File: config.mk
export PLATFORM = sky130hd
export DESIGN_NAME = receptor_flat
export DESIGN_NICKNAME = d
export VERILOG_FILES = /design/src/rtl/receptor_if.sv /design/src/rtl/receptor.sv /design/src/flat_wrapper.sv
export SDC_FILE = /design/constraint.sdc
export NUM_CORES = 1
export LEC_CHECK = 0
export CAP_MARGIN = 20
export CORE_ASPECT_RATIO = 1.2
export CORE_MARGIN = 3
export CORE_UTILIZATION = 40
export CTS_CLUSTER_SIZE = 20
export DETAILED_ROUTE_END_ITERATION = 10
export MAX_ROUTING_LAYER = met4
export PLACE_DENSITY = 0.64
export SYNTH_ARGS = -nofsm -noshare
export SYNTH_HDL_FRONTEND = slang
export SYNTH_SLANG_ARGS = --single-unit
export TNS_END_PERCENT = 100
File: constraint.sdc
create_clock -name clk_153k6hz -period 2.31 [get_ports clk_153k6hz]
set_input_delay 0.231 -clock clk_153k6hz [delete_from_list [all_inputs] [get_ports clk_153k6hz]]
set_output_delay 0.231 -clock clk_153k6hz [all_outputs]
set_load 0.01 [all_outputs]
File: src/rtl/receptor_if.sv
// Serial receive link: the line into the receiver and the decoded word out of it.
// The master side drives rx and observes the results; the receiver takes the slave side.
interface receptor_if;
    logic        rx;
    logic [15:0] data;
    logic        done;
    logic        err;

    modport master (output rx, input data, input done, input err);
    modport slave  (input rx, output data, output done, output err);
endinterface

File: src/rtl/receptor.sv
// Oversampling 8N1 UART receiver that assembles two bytes (low byte first) into a 16-bit word.
// It pulses done when a new word is available and pulses err when a frame is aborted.
module receptor #(
    parameter int OVS     = 16,
    parameter int GAP_MAX = 4
) (
    input  logic       clk_153k6hz,
    input  logic       rst_n,
    receptor_if.slave  bus
);
    localparam int CW = $clog2(OVS);
    localparam int GW = $clog2(GAP_MAX + 1);

    localparam logic [2:0] HUNT  = 3'd0;
    localparam logic [2:0] IDLE  = 3'd1;
    localparam logic [2:0] START = 3'd2;
    localparam logic [2:0] DATA  = 3'd3;
    localparam logic [2:0] STOP  = 3'd4;
    localparam logic [2:0] GAP   = 3'd5;

    localparam logic [CW-1:0] CNT_ZERO = {CW{1'b0}};
    localparam logic [CW-1:0] CNT_ONE  = {{(CW-1){1'b0}}, 1'b1};
    localparam logic [CW-1:0] CNT_MAX  = CW'(OVS - 1);
    localparam logic [CW-1:0] CNT_HALF = CW'(OVS / 2 - 1);
    localparam logic [GW-1:0] GAP_ZERO = {GW{1'b0}};
    localparam logic [GW-1:0] GAP_ONE  = {{(GW-1){1'b0}}, 1'b1};
    localparam logic [GW-1:0] GAP_LAST = GW'(GAP_MAX - 1);

    logic          sync1_q, sync2_q;
    logic [2:0]    state_q, state_d;
    logic [CW-1:0] cnt_q, cnt_d;
    logic [2:0]    bit_q, bit_d;
    logic          byte_q, byte_d;
    logic [GW-1:0] gap_q, gap_d;
    logic [7:0]    shift_q, shift_d;
    logic [7:0]    low_q, low_d;
    logic [15:0]   data_q, data_d;
    logic          done_q, done_d;
    logic          err_q, err_d;
    logic          rxs_s;

    assign rxs_s    = sync2_q;
    assign bus.data = data_q;
    assign bus.done = done_q;
    assign bus.err  = err_q;

    // Next-state and output decode of the frame FSM
    always_comb begin
        state_d = state_q;
        cnt_d   = (cnt_q == CNT_MAX) ? CNT_ZERO : (cnt_q + CNT_ONE);
        bit_d   = bit_q;
        byte_d  = byte_q;
        gap_d   = gap_q;
        shift_d = shift_q;
        low_d   = low_q;
        data_d  = data_q;
        done_d  = 1'b0;
        err_d   = 1'b0;
        case (state_q)
            HUNT: begin
                cnt_d = CNT_ZERO;
                if (rxs_s) state_d = IDLE;
                else       state_d = HUNT;
            end
            IDLE: begin
                cnt_d  = CNT_ZERO;
                byte_d = 1'b0;
                if (!rxs_s) state_d = START;
                else        state_d = IDLE;
            end
            START: begin
                if (cnt_q == CNT_HALF) begin
                    cnt_d = CNT_ZERO;
                    bit_d = 3'd0;
                    if (!rxs_s)     state_d = DATA;
                    else if (byte_q) state_d = GAP;
                    else            state_d = IDLE;
                end else begin
                    state_d = START;
                end
            end
            DATA: begin
                // cnt free-runs here so every data sample lands one bit time after the last
                if (cnt_q == CNT_MAX) begin
                    shift_d = {rxs_s, shift_q[7:1]};
                    bit_d   = bit_q + 3'd1;
                    if (bit_q == 3'd7) state_d = STOP;
                    else               state_d = DATA;
                end else begin
                    state_d = DATA;
                end
            end
            STOP: begin
                if (cnt_q == CNT_MAX) begin
                    cnt_d = CNT_ZERO;
                    if (!rxs_s) begin
                        err_d   = 1'b1;
                        state_d = HUNT;
                    end else if (!byte_q) begin
                        low_d   = shift_q;
                        byte_d  = 1'b1;
                        gap_d   = GAP_ZERO;
                        state_d = GAP;
                    end else begin
                        data_d  = {shift_q, low_q};
                        done_d  = 1'b1;
                        state_d = IDLE;
                    end
                end else begin
                    state_d = STOP;
                end
            end
            GAP: begin
                if (!rxs_s) begin
                    cnt_d   = CNT_ZERO;
                    state_d = START;
                end else if (cnt_q == CNT_MAX) begin
                    gap_d = gap_q + GAP_ONE;
                    if (gap_q == GAP_LAST) begin
                        err_d   = 1'b1;
                        low_d   = 8'h00;
                        byte_d  = 1'b0;
                        state_d = IDLE;
                    end else begin
                        state_d = GAP;
                    end
                end else begin
                    state_d = GAP;
                end
            end
            default: begin
                cnt_d   = CNT_ZERO;
                state_d = HUNT;
            end
        endcase
    end

    // Input synchroniser and all FSM/datapath state
    always_ff @(posedge clk_153k6hz or negedge rst_n) begin
        if (!rst_n) begin
            sync1_q <= 1'b1;
            sync2_q <= 1'b1;
            state_q <= HUNT;
            cnt_q   <= CNT_ZERO;
            bit_q   <= 3'd0;
            byte_q  <= 1'b0;
            gap_q   <= GAP_ZERO;
            shift_q <= 8'h00;
            low_q   <= 8'h00;
            data_q  <= 16'h0000;
            done_q  <= 1'b0;
            err_q   <= 1'b0;
        end else begin
            sync1_q <= bus.rx;
            sync2_q <= sync1_q;
            state_q <= state_d;
            cnt_q   <= cnt_d;
            bit_q   <= bit_d;
            byte_q  <= byte_d;
            gap_q   <= gap_d;
            shift_q <= shift_d;
            low_q   <= low_d;
            data_q  <= data_d;
            done_q  <= done_d;
            err_q   <= err_d;
        end
    end
endmodule

File: src/flat_wrapper.sv
// flat-port wrapper written by rule: the top's interface ports become plain ports
module receptor_flat 
#(
    parameter int OVS     = 16,
    parameter int GAP_MAX = 4
)
  (clk_153k6hz, rst_n, bus_rx, bus_data, bus_done, bus_err);
  receptor_if bus_i ();
  input  logic clk_153k6hz;
  input  logic rst_n;
  input wire logic [$bits(bus_i.rx)-1:0] bus_rx;
  output wire logic [$bits(bus_i.data)-1:0] bus_data;
  output wire logic [$bits(bus_i.done)-1:0] bus_done;
  output wire logic [$bits(bus_i.err)-1:0] bus_err;
  assign bus_i.rx = bus_rx;
  assign bus_data = bus_i.data;
  assign bus_done = bus_i.done;
  assign bus_err = bus_i.err;
  receptor #(.OVS(OVS), .GAP_MAX(GAP_MAX)) u_core (.clk_153k6hz(clk_153k6hz), .rst_n(rst_n), .bus(bus_i));
endmodule
# Yosys cells after proc, flatten, opt, wreduce, memory -nomap -nowiden

Cells that the tools add are included.
W data, S select, Z words.

Reductions and logical operators: 10
Add/subtract/negate cells: 3
Eq/ne operators: 17
Muxes and demuxes: 51

Operator list:

| cell                  | count |
|---|---|
| $mux W3               | 18 |
| $mux W8               | 6 |
| $pmux W3 S6           | 1 |
| $mux W4               | 4 |
| $pmux W4 S4           | 1 |
| $pmux W8 S2           | 1 |
| $mux W1               | 15 |
| $ne A2 B1 Y1 const B  | 7 |
| $pmux W3 S2           | 2 |
| $reduce_and A6 Y1     | 2 |
| $eq A3 B2 Y1 const B  | 3 |
| $eq A3 B3 Y1 const B  | 3 |
| $reduce_and A7 Y1     | 1 |
| $add A3 B1 Y3 const B | 2 |
| $add A4 B1 Y4 const B | 1 |
| $eq A4 B3 Y1 const B  | 1 |
| $eq A4 B4 Y1 const B  | 1 |
| $reduce_and A4 Y1     | 1 |
| $reduce_bool A2 Y1    | 2 |
| $eq A3 B1 Y1 const B  | 1 |
| $logic_not A3 Y1      | 1 |
| $pmux W1 S3           | 1 |
| $reduce_and A3 Y1     | 1 |
| $reduce_bool A3 Y1    | 1 |
| other kinds (4)       | 4 |

Input bits: 3
Output and inout port bits: 18
Word-level logic and storage cells: 93
Register bits after elaboration: 50

# Depth between registers and ports, before layout

Gate-level depths: netlist (run 1).

Depth after elaboration: 5
Depth in mapped cells: 6
Gate-level depth less buffers: 6

# Worst setup path after synthesis (run 1)

No wires, ideal clock.

Path type: register to register
From: register u_core.sync2_q (netlist: u_core.rxs_s)
To: register u_core.data_q[10] (netlist: u_core.bus.data[10])
Stages on the path, launching flop included: 6
Setup time: 0.125 ns
Path slack: 0.439 ns
Arrival time: 1.747 ns
Data required time: 2.185 ns
Path buffers: 2
Clock period less this slack: 1.871 ns
Cell sequence: dfstp_2 clkbuf_2 nand4_2 nor4_4 buf_6 mux2_2

Longest elaborated chain between the ends: 1

RTL lines:

| what                        | line            | RTL |
|---|---|---|
| start, declared             | receptor.sv:29  | `logic sync1_q, sync2_q;` |
| start signal, assigned      | receptor.sv:155 | `sync2_q <= sync1_q;` |
| $reduce_and A4 Y1 (no line) | -               |  |
| end signal, assigned        | receptor.sv:163 | `data_q <= data_d;` |
| end, declared               | receptor.sv:37  | `logic [15:0] data_q, data_d;` |

Every way passes these cells.
A chain may end at the register's enable or synchronous reset.

# Worst setup path in the final report (run 1)

From: register u_core.cnt_q[0]
To: register u_core.data_q[13] (netlist: u_core.bus.data[13])

Longest elaborated chain between the ends: 2

RTL lines:

| what                        | line            | RTL |
|---|---|---|
| start, declared             | receptor.sv:31  | `logic [CW-1:0] cnt_q, cnt_d;` |
| start signal, assigned      | receptor.sv:157 | `cnt_q <= cnt_d;` |
| $eq A4 B4 Y1                | receptor.sv:94  | `if (cnt_q == CNT_MAX) begin` |
| $reduce_and A4 Y1 (no line) | -               |  |

Every way passes these cells.

==> summary.md, run 1 <==
| Metric | Value |
|---|---|
| DRT iter0 DRCs | `48` |
| Mapped Nets | `177` |
| Hold Path Class | `primary input to register` |
| Number of detailed-route iterations in the first pass | `4` |
| Largest net degree at the start of global routing | `25` |
| Initial antenna violation count | `0` |
| Starting Density | `42.7%` |
| IO Port Bufs | `20` |
| Startpoint Class | `register` |
| Fin. Hold Viols | `0` |
| Status | `complete, no violations` |
| Critical path type | `register to register` |
| Top cell type by total area after synthesis | `dfrtp_1` |
| Comb pwr share | `15.8%` |
| Root Buffer | `clkbuf_8` |
| Syn-to-layout area delta | `17.5%` |
| RSZ-0062 raised after global routing | `no` |
| Leakage Power | `1.23 nW` |
| Die height | `86.7 µm` |
| Core Rows | `28` |
| Power Density | `727 nW/µm²` |
| CTS tree | `done` |
| Clk pwr share | `28.0%` |
| Peak Freq | `526 MHz` |
| Hpwl dp | `2860 µm` |
| Most used DFF post-synth | `dfrtp_1` |
| Synth cell types | `40` |
| Post-CTS setup repair buffer count | `0` |
| Worst setup EP type | `register` |
| Placed insts | `245` |
| YS warnings | `0` |
| Fillers | `437` |
| Grt ovf | `0` |
| Layout Nets | `204` |
| Die W | `73.3 µm` |
| CTS H-tree depth | `2` |
| CP Data Arrival Time | `2.09 ns` |
| Bufs on Longest Clock Path | `2` |
| Clock Sinks | `50` |
| Core area | `5080 µm²` |
| Synth top area share | `55.3%` |
| Sequential power share | `56.2%` |
| Commonest cells post-synth | `48 x dfrtp_1, 25 x mux2_2, 10 x a22o_1` |
| Die Area | `6350 µm²` |
| Sequential area share after synthesis | `57.8%` |
| Routed Wire Length | `4010 µm` |
| Total GRT Usage | `14.4%` |
| ANT cells | `0` |
| Mapped Area | `2170 µm²` |
| Post-route minimum period | `1.90 ns` |
| Avg Inst Size Synth | `13.1 µm²` |
| Via count | `1401` |
| Vias in the first global route | `1459` |
| Final Skew | `0.00805 ns` |
| Vias/cell | `5.52` |
| Switching Fraction | `30.0%` |
| Post-route cell area | `2550 µm²` |
| Post-synth EDFFs | `0` |
| Setup tns final | `0 ns` |
| Layout Utilization | `50.2%` |
| Final RePlAce weighted congestion | `0.926` |
| Max FO, Critical Path | `17` |
| DR WL/cell | `15.8 µm` |
| Hold path cells | `1` |
| First-pass GRT wire length | `6850 µm` |
| Most frequent cell after synthesis | `dfrtp_1` |
| Placed cell areas | `2440 µm²` |
| R2R depth | `5` |
| Final count of pins violating max slew | `0` |
| Final setup viols | `0` |
| Share of layout cells above drive strength 1 | `23.2%` |
| WHS | `0.331 ns` |
| Slew margin rel. | `62.5%` |
| Fin crit share | `82.4%` |
| Pint | `1.30 mW` |
| I/O Pins | `21` |
| Asr flop ratio synth | `100%` |
| CTS buffer count | `5` |
| DRC viols | `0` |
| Maximum vdd ir drop | `0.380 mV` |
| Detail Route Antenna Nets | `0` |
| CP Data Required Time | `2.50 ns` |
| Worst-path clk slew | `0.09 ns` |
| Maxcap violations | `0` |
| Final std cells w/o fill | `254` |
| Worst slew pin tran | `0.557 ns` |
| Clock latency at the later pin of the worst-skew pair | `0.30 ns` |
| Ranking of synthesized cells by area | `dfrtp_1 55%, mux2_2 13%, ha_1 4.6%` |
| Cells after synthesis | `166` |
| Switching Power | `0.556 mW` |
| Flops & latches, synth | `50` |
## timing repair
action	in CTS	in global routing
endpoints found under the hold margin	22	0
hold buffers	1	0
gates resized for setup	0	0
## worst paths after layout
kind / start / end / slack [ns]
worst min-delay path: bus_rx / u_core.sync1_q / 0.33
worst min register to register: u_core.sync1_q / u_core.rxs_s / 0.36
worst max register to register: u_core.cnt_q[0] / u_core.bus.data[13] / 0.41
min in group asynchronous: rst_n / u_core.bus.data[0] / 0.43
worst max-delay path: u_core.cnt_q[0] / u_core.bus.data[13] / 0.41
max in group asynchronous: rst_n / u_core.sync1_q / 1.22
## flip-flops by register name (all words and copies together) (netlist names), 3 cells and up
name / count
u_core.bus.data: 16
u_core.low_q: 8
u_core.shift_q: 8
u_core.cnt_q: 4
u_core.bit_q: 3
u_core.gap_q: 3
u_core.state_q: 3
## cell type report
cell class              count  area (µm²)  share of cell area (%)
clock buffers               5        68.8                    2.70
clock inverters             3        28.8                    1.13
inverters                   8        30.0                    1.18
multi-input cells         102         852                    33.4
flip-flops and latches     50        1250                    49.1
well taps                  60        75.1                    2.94
repair buffers             26         243                    9.51
## logic make-up (layout without fill, tap and decap cells)
logic type | Yosys count | in the layout | synth area share, %
compound gates | 38 | 38 | 12.7
xor+xnor | 3 | 3 | 1.21
fa+ha+maj | 8 | 8 | 4.61
buf+inv | 14 | 42 | 3.00
flops | 50 | 50 | 57.8
mux | 25 | 25 | 13.0
simple gates | 28 | 28 | 7.78
## power groups by stage
stage | clock network (mW) | logic [mW] | registers [mW]
finish | 0.518 | 0.293 | 1.04
floorplan | 0 | 0.253 | 1.00
global placement | 0 | 0.266 | 1.05
global route | 0.585 | 0.323 | 1.05
CTS | 0.543 | 0.296 | 1.04
detailed placement | 0 | 0.288 | 1.06
## placed cells by master, fill, tap and decap left out, types with 3 or more instances in the layout
cell type         n
dfrtp_1          48
mux2_2           25
clkdlybuf4s50_1  19
a22o_1           10
inv_1             8
a21oi_1           8
ha_1              8
nor2_1            7
o21ai_0           5
clkbuf_8          5
buf_4             5
nand2_1           4
nand3_1           3
xor2_1            3
## per-stage QoR
step | total power [mW] | setup WS [ns]
after floorplan | 1.26 | 0.439
after global placement | 1.31 | 0.522
after detailed placement | 1.35 | 0.419
after CTS | 1.88 | 0.411
after global routing | 1.96 | 0.300
final | 1.85 | 0.407
## layer usage
layer | wire (µm) | part of all wire [%] | vias up | global-route usage (%)
li1 | - | - | 653 | -
met3 | 125 | 3.1 | 9 | 3.25
met1 | 1710 | 43 | 706 | 17.1
met4 | 84 | 2.1 | 0 | 6.04
met5 | 0 | 0 | - | -
met2 | 2090 | 52 | 33 | 23.3
## worst max-delay path: stages, from the launching register on
cell     delay, ns
dfrtp_1       0.40
ha_1          0.30
nand4_2       0.25
nor4_4        0.19
buf_4         0.28
mux2_2        0.36
Power figures use the tool's default switching activity.
==> inputs of run 2 (changes only) <==
==> constraint.sdc (replaced) <==
create_clock -name clk_153k6hz -period 1.8 [get_ports clk_153k6hz]
set_input_delay 0.18 -clock clk_153k6hz [delete_from_list [all_inputs] [get_ports clk_153k6hz]]
set_output_delay 0.18 -clock clk_153k6hz [all_outputs]
set_load 0.01 [all_outputs]
==> summary.md, run 2 (same netlist as run 1, synthesis figures left out) <==
| Metric | Value |
|---|---|
| Status | `complete, no violations` |
| Commonest non-fill, non-tap cells in the layout | `48 x dfrtp_1, 25 x mux2_2, 19 x clkdlybuf4s50_1` |
| CP Data Arrival Time | `1.89 ns (-0.20 ns)` |
| IO Port Bufs | `20 (unchanged)` |
| Max FO, Critical Path | `9 (-8)` |
| Hpwl dp | `2910 µm (+1.9%)` |
| Fin crit share | `94.9% (+13 points)` |
| Clock Sinks | `50 (unchanged)` |
| Die W | `73.3 µm (unchanged)` |
| DRC viols | `0 (unchanged)` |
| CP max-delay cell | `dfrtp_1` |
| Layout Nets | `207 (+1.5%)` |
| Hold path start | `bus_rx` |
| Slew margin rel. | `68.9% (+6.4 points)` |
| Peak Freq | `585 MHz (+11%)` |
| Core Rows | `28 (unchanged)` |
| Sequential power share | `53.9% (-2.3 points)` |
| I/O Pins | `21 (unchanged)` |
| Area of the multi-input gates | `876 µm² (+2.8%)` |
| Maximum vdd ir drop | `0.717 mV (+89%)` |
| Max reg flops | `16 (unchanged)` |
| Worst setup EP type | `register` |
| Startpoint Class | `register` |
| DR WL/cell | `15.3 µm (-3.4%)` |
| Worst-path clk slew | `0.09 ns (about the same)` |
| Fillers | `433 (-0.92%)` |
| Placed cell areas | `2490 µm² (+2.1%)` |
| Core area | `5080 µm² (unchanged)` |
| Switching Power | `0.720 mW (+30%)` |
| Bufs on Longest Clock Path | `2 (unchanged)` |
| Comb pwr share | `18.3% (+2.5 points)` |
| Final count of pins violating max slew | `0 (unchanged)` |
| Initial antenna violation count | `0 (unchanged)` |
| Final Skew | `0.0116 ns (+0.00354 ns)` |
| Syn-to-layout area delta | `21.4%` |
| Switching Fraction | `29.7% (-0.29 points)` |
| Fin. Hold Viols | `0 (unchanged)` |
| Critical-path cell list | `ha_2 > nand3_1 > nor3_1 > buf_4 > mux2_2` |
| Hold Path Class | `primary input to register` |
| Grt ovf | `0 (unchanged)` |
| Post-route cell area | `2640 µm² (+3.3%)` |
| Critical path buffer and inverter count | `1 (unchanged)` |
| Clock latency at the later pin of the worst-skew pair | `0.30 ns (about the same)` |
| Vias/cell | `5.30 (-3.8%)` |
| WHS | `0.287 ns (-0.0439 ns)` |
| Clk pwr share | `27.7% (-0.3 points)` |
| Commonest non-fill, non-tap cell in the layout | `dfrtp_1` |
| Die height | `86.7 µm (unchanged)` |
| Detail Route Antenna Nets | `0 (unchanged)` |
| Critical R2R Launch | `u_core.cnt_q[0]` |
| Power Density | `921 nW/µm² (+27%)` |
| RSZ-0062 raised after global routing | `no` |
| Starting Density | `42.7% (unchanged)` |
| Root Buffer | `clkbuf_8` |
| Final RePlAce weighted congestion | `0.891 (-3.8%)` |
| Vias in the first global route | `1445 (-0.96%)` |
| Critical path type | `register to register` |
| Largest net degree at the start of global routing | `33 (+32%)` |
| Worst slew pin tran | `0.466 ns (-0.0903 ns)` |
| Pint | `1.71 mW (+31%)` |
| CP peak stage delay | `0.38 ns (-0.02 ns)` |
| Total GRT Usage | `14.2% (-0.19 points)` |
| Via count | `1363 (-2.7%)` |
| Post-route minimum period | `1.71 ns (-0.194 ns)` |
| FF/Latch Area | `1250 µm² (unchanged)` |
| Routed Wire Length | `3920 µm (-2.2%)` |
| ANT cells | `0 (unchanged)` |
| Die Area | `6350 µm² (unchanged)` |
| Maxcap violations | `0 (unchanged)` |
| DRT iter0 DRCs | `71 (+48%)` |
| Final setup viols | `0 (unchanged)` |
| CTS buffer count | `5 (unchanged)` |
| CTS H-tree depth | `2 (unchanged)` |
| Crit path max-delay family | `flip-flops` |
| CTS tree | `done` |
| Leakage Power | `1.26 nW (+2.0%)` |
| CP Data Required Time | `1.98 ns (-0.52 ns)` |
| First-pass GRT wire length | `6930 µm (+1.2%)` |
| Crit path from | `u_core.cnt_q[0]` |
| Number of detailed-route iterations in the first pass | `4 (unchanged)` |
| Share of layout cells above drive strength 1 | `26.4% (+3.2 points)` |
run 2: cell types whose count changed in the layout (fill, tap and decap cells not counted), sizes merged:
| cell | before | now |
|---|---|---|
| buf | 6 | 9 |
run 2: power groups by stage:
| stage | clock network, mW | logic (mW) | registers [mW] |
|---|---|---|---|
| 2_1_floorplan | 0 | 0.337 | 1.29 |
| 3_3_place_gp | 0 | 0.431 | 1.32 |
| 3_5_place_dp | 0 | 0.438 | 1.33 |
| 4_1_cts | 0.694 | 0.443 | 1.31 |
| 5_1_grt | 0.741 | 0.494 | 1.32 |
| 6_report | 0.673 | 0.444 | 1.31 |
run 2: worst paths after layout:
check                           cells after the start                 to  slack, ns
worst max register to register                      5  u_core.shift_q[3]       0.09
max in group asynchronous                           3  u_core.shift_q[3]       0.91
worst min register to register                      0       u_core.rxs_s       0.36
min in group asynchronous                           2    u_core.low_q[7]       0.37
worst min-delay path                                1     u_core.sync1_q       0.29
worst max-delay path                                5  u_core.shift_q[3]       0.09
run 2: repair_timing:
action	in CTS	in global routing
buffers inserted	0	1
resized for setup	0	3
setup endpoints to repair	0	33
hold buffers	1	0
endpoints found under the hold margin	16	0
run 2: final cells by class:
cell class                 instances  share of cell area, %
multi-input combinational        102                   33.2
timing repair buffer              29                   11.5
clock inverter                     3                   1.09
inverter                           8                   1.14
tap                               60                   2.85
clock buffer                       5                   2.61
sequential                        50                   47.6
run 2: routing by layer:
metal | GRT usage [%] | routed length, µm | vias up
met1 | 19.4 | 1910 | 675
met2 | 21.3 | 1890 | 16
met4 | 4.36 | 25 | 0
met5 | - | 0 | -
li1 | - | - | 670
met3 | 2.78 | 93 | 2
run 2: metrics by stage:
stage | utilization [%] | setup TNS (ns) | cells | power (mW) | setup slack (ns)
6_report | 51.9 | 0 | 257 | 2.43 | 0.0910
5_1_grt | 51.9 | 0 | 257 | 2.56 | 0.000660
4_1_cts | 51.2 | 0 | 256 | 2.44 | 0.0325
3_5_place_dp | 49.1 | 0 | 247 | 1.77 | 0.0419
3_3_place_gp | 49.1 | 0 | 247 | 1.76 | 0.0660
2_1_floorplan | - | -0.349 | 166 | 1.63 | -0.0387
run 2: worst register-to-register path, cell delays in order, from the launching register on:
cell and delay (ns):
dfrtp_1 0.38, ha_2 0.26, nand3_1 0.19, nor3_1 0.18
buf_4 0.23, mux2_2 0.36
==> inputs of run 3 (changes only) <==
--- a/config.mk
+++ b/config.mk
@@ -7,7 +7,7 @@
 export LEC_CHECK = 0
 export CAP_MARGIN = 20
 export CORE_ASPECT_RATIO = 1.2
-export CORE_MARGIN = 3
+export CORE_MARGIN = 2
 export CORE_UTILIZATION = 40
 export CTS_CLUSTER_SIZE = 20
 export DETAILED_ROUTE_END_ITERATION = 10
==> summary.md, run 3 (same netlist as run 1, synthesis figures left out) <==
| Metric | Value |
|---|---|
| Maximum vdd ir drop | `0.546 mV (-24%)` |
| Die Area | `6030 µm² (-5.0%)` |
| M1 wire length | `1730 µm (-9.7%)` |
| Layout Utilization | `49.9% (-2.0 points)` |
| CTS tree | `done` |
| Startpoint Class | `register` |
| Detail Route Antenna Nets | `0 (unchanged)` |
| Met2 wire length | `2040 µm (+8.0%)` |
| Final setup margin | `0.0909 ns (-0.000128 ns)` |
| R2r endpoint | `u_core.bus.data[7]` |
| Bufs on Longest Clock Path | `2 (unchanged)` |
| Post-CTS setup repair buffer count | `0 (unchanged)` |
| Power Density | `927 nW/µm² (+0.70%)` |
| DRC viols | `0 (unchanged)` |
| Hold Path Class | `primary input to register` |
| Placed insts | `250 (+1.2%)` |
| Clock latency at the later pin of the worst-skew pair | `0.30 ns (about the same)` |
| Status | `complete, no violations` |
| Post-route minimum period | `1.71 ns (+0.000128 ns)` |
| Critical R2R Launch | `u_core.cnt_q[0]` |
| RSZ-0062 raised after global routing | `no` |
| Final std cells w/o fill | `259 (+0.78%)` |
| Max reg flops | `16 (unchanged)` |
| Hold path start | `bus_rx` |
| Fillers | `448 (+3.5%)` |
| Max FO, Critical Path | `17 (+8)` |
| Starting Density | `41.3% (-1.5 points)` |
| Maxcap violations | `0 (unchanged)` |
| Vias in the first global route | `1487 (+2.9%)` |
| Commonest non-fill, non-tap cells in the layout | `48 x dfrtp_1, 25 x mux2_2, 19 x clkdlybuf4s50_1` |
| Routed Wire Length | `3970 µm (+1.1%)` |
| CTS H-tree depth | `2 (unchanged)` |
| Final RePlAce weighted congestion | `0.894 (+0.36%)` |
| Core Rows | `29 (+3.6%)` |
| Peak Freq | `585 MHz (about the same)` |
| Final Skew | `0.00908 ns (-0.00251 ns)` |
| Layout Nets | `207 (unchanged)` |
| First-pass GRT wire length | `6840 µm (-1.4%)` |
| Slew margin rel. | `67.7% (-1.2 points)` |
| Hold path cells | `1 (unchanged)` |
| Highest routed layer | `met4` |
| Via count | `1403 (+2.9%)` |
| Worst-path clk slew | `0.08 ns (about the same)` |
| Routed length on met3 | `126 µm (+35%)` |
| CP Data Arrival Time | `1.89 ns (about the same)` |
| DR WL/cell | `15.3 µm (+0.29%)` |
| Final count of pins violating max slew | `0 (unchanged)` |
| Leakage Power | `1.25 nW (-0.58%)` |
| Syn-to-layout area delta | `20.9%` |
| Worst setup EP type | `register` |
| Core area | `5260 µm² (+3.6%)` |
| Die height | `84.7 µm (-2.3%)` |
| Worst Hold End | `u_core.sync1_q` |
| Grt ovf | `0 (unchanged)` |
| CTS buffer count | `5 (unchanged)` |
| Critical path type | `register to register` |
| Clock Sinks | `50 (unchanged)` |
| Total GRT Usage | `14.8% (+0.61 points)` |
| Dpl ws | `0.0756 ns (+0.0337 ns)` |
| Final setup viols | `0 (unchanged)` |
| CP Data Required Time | `1.99 ns (about the same)` |
| R2R depth | `5 (unchanged)` |
| Fin. Hold Viols | `0 (unchanged)` |
| Hpwl dp | `2930 µm (+0.43%)` |
| Reg2Reg Setup Slack | `0.09 ns (about the same)` |
| Number of detailed-route iterations in the first pass | `4 (unchanged)` |
| Vias/cell | `5.42 (+2.1%)` |
| ANT cells | `0 (unchanged)` |
| Die W | `71.3 µm (-2.7%)` |
| Largest net degree at the start of global routing | `32 (-3.0%)` |
| IO Port Bufs | `20 (unchanged)` |
| Initial antenna violation count | `0 (unchanged)` |
| WHS | `0.285 ns (-0.00175 ns)` |
| Root Buffer | `clkbuf_8` |
| Share of layout cells above drive strength 1 | `25.9% (-0.51 points)` |
| I/O Pins | `21 (unchanged)` |
| Commonest non-fill, non-tap cell in the layout | `dfrtp_1` |
| Fin crit share | `95.0% (about the same)` |
| Worst slew pin tran | `0.484 ns (+0.0175 ns)` |
| DRT iter0 DRCs | `48 (-32%)` |
==> run 3: cell count changes in the layout (fill, tap and decap cells not counted), sizes merged <==
cell	change
clkinvlp	+1
clkbuf	+1
clkinv	-2
==> run 3: metrics by stage <==
stage / area [µm²] / TNS (ns) / power (mW)
after global routing: 2630 / 0 / 2.58
after floorplan: 2190 / -0.349 / 1.63
after detailed placement: 2500 / 0 / 1.76
after global placement: 2500 / 0 / 1.74
final: 2630 / 0 / 2.43
after CTS: 2610 / 0 / 2.46
==> run 3: timing repair <==
action,in CTS,in global routing
endpoints found under the hold margin,17,0
resized for setup,0,3
hold buffers,1,0
endpoints found under the setup margin,0,9
==> run 3: worst max-delay path, stage by stage (launching register included) <==
cell	delay [ns]
dfrtp_1	0.38
ha_2	0.27
nand4_4	0.13
nor4_4	0.29
buf_12	0.20
mux2_2	0.34
==> run 3: cell type report <==
class / instances / area [µm²] / area share [%]
Inverter: 8 / 30.0 / 1.14
Clock inverter: 2 / 16.3 / 0.620
Clock buffer: 6 / 82.6 / 3.15
Tap cell: 62 / 77.6 / 2.96
Timing Repair Buffer: 29 / 290 / 11.1
Sequential cell: 50 / 1250 / 47.8
Multi-Input combinational cell: 102 / 875 / 33.3
==> run 3: worst max-delay path by stage <==
stage | startpoint | to | slack, ns | depth (start not counted)
after global routing | u_core.cnt_q[0] | u_core.bus.data[1] | 0.007 | 5
after detailed placement | u_core.cnt_q[0] | u_core.bus.data[9] | 0.08 | 5
after global placement | u_core.cnt_q[0] | u_core.bus.data[6] | 0.11 | 5
after floorplan | u_core.rxs_s | u_core.bus.data[10] | -0.04 | 5
final | u_core.cnt_q[0] | u_core.bus.data[7] | 0.09 | 5
after CTS | u_core.gap_q[0] | u_core.low_q[3] | 0.05 | 6
==> run 3: power breakdown <==
part	internal (mW)	switching, mW
clock	0.317	0.368
sequential	1.20	0.116
combinational	0.204	0.226
==> run 3: routing by layer <==
| layer | vias to the layer above | global-route usage, % |
|---|---|---|
| li1 | 670 | - |
| met1 | 700 | 17.8 |
| met2 | 26 | 24.0 |
| met3 | 7 | 3.72 |
| met4 | 0 | 5.32 |
| met5 | - | - |
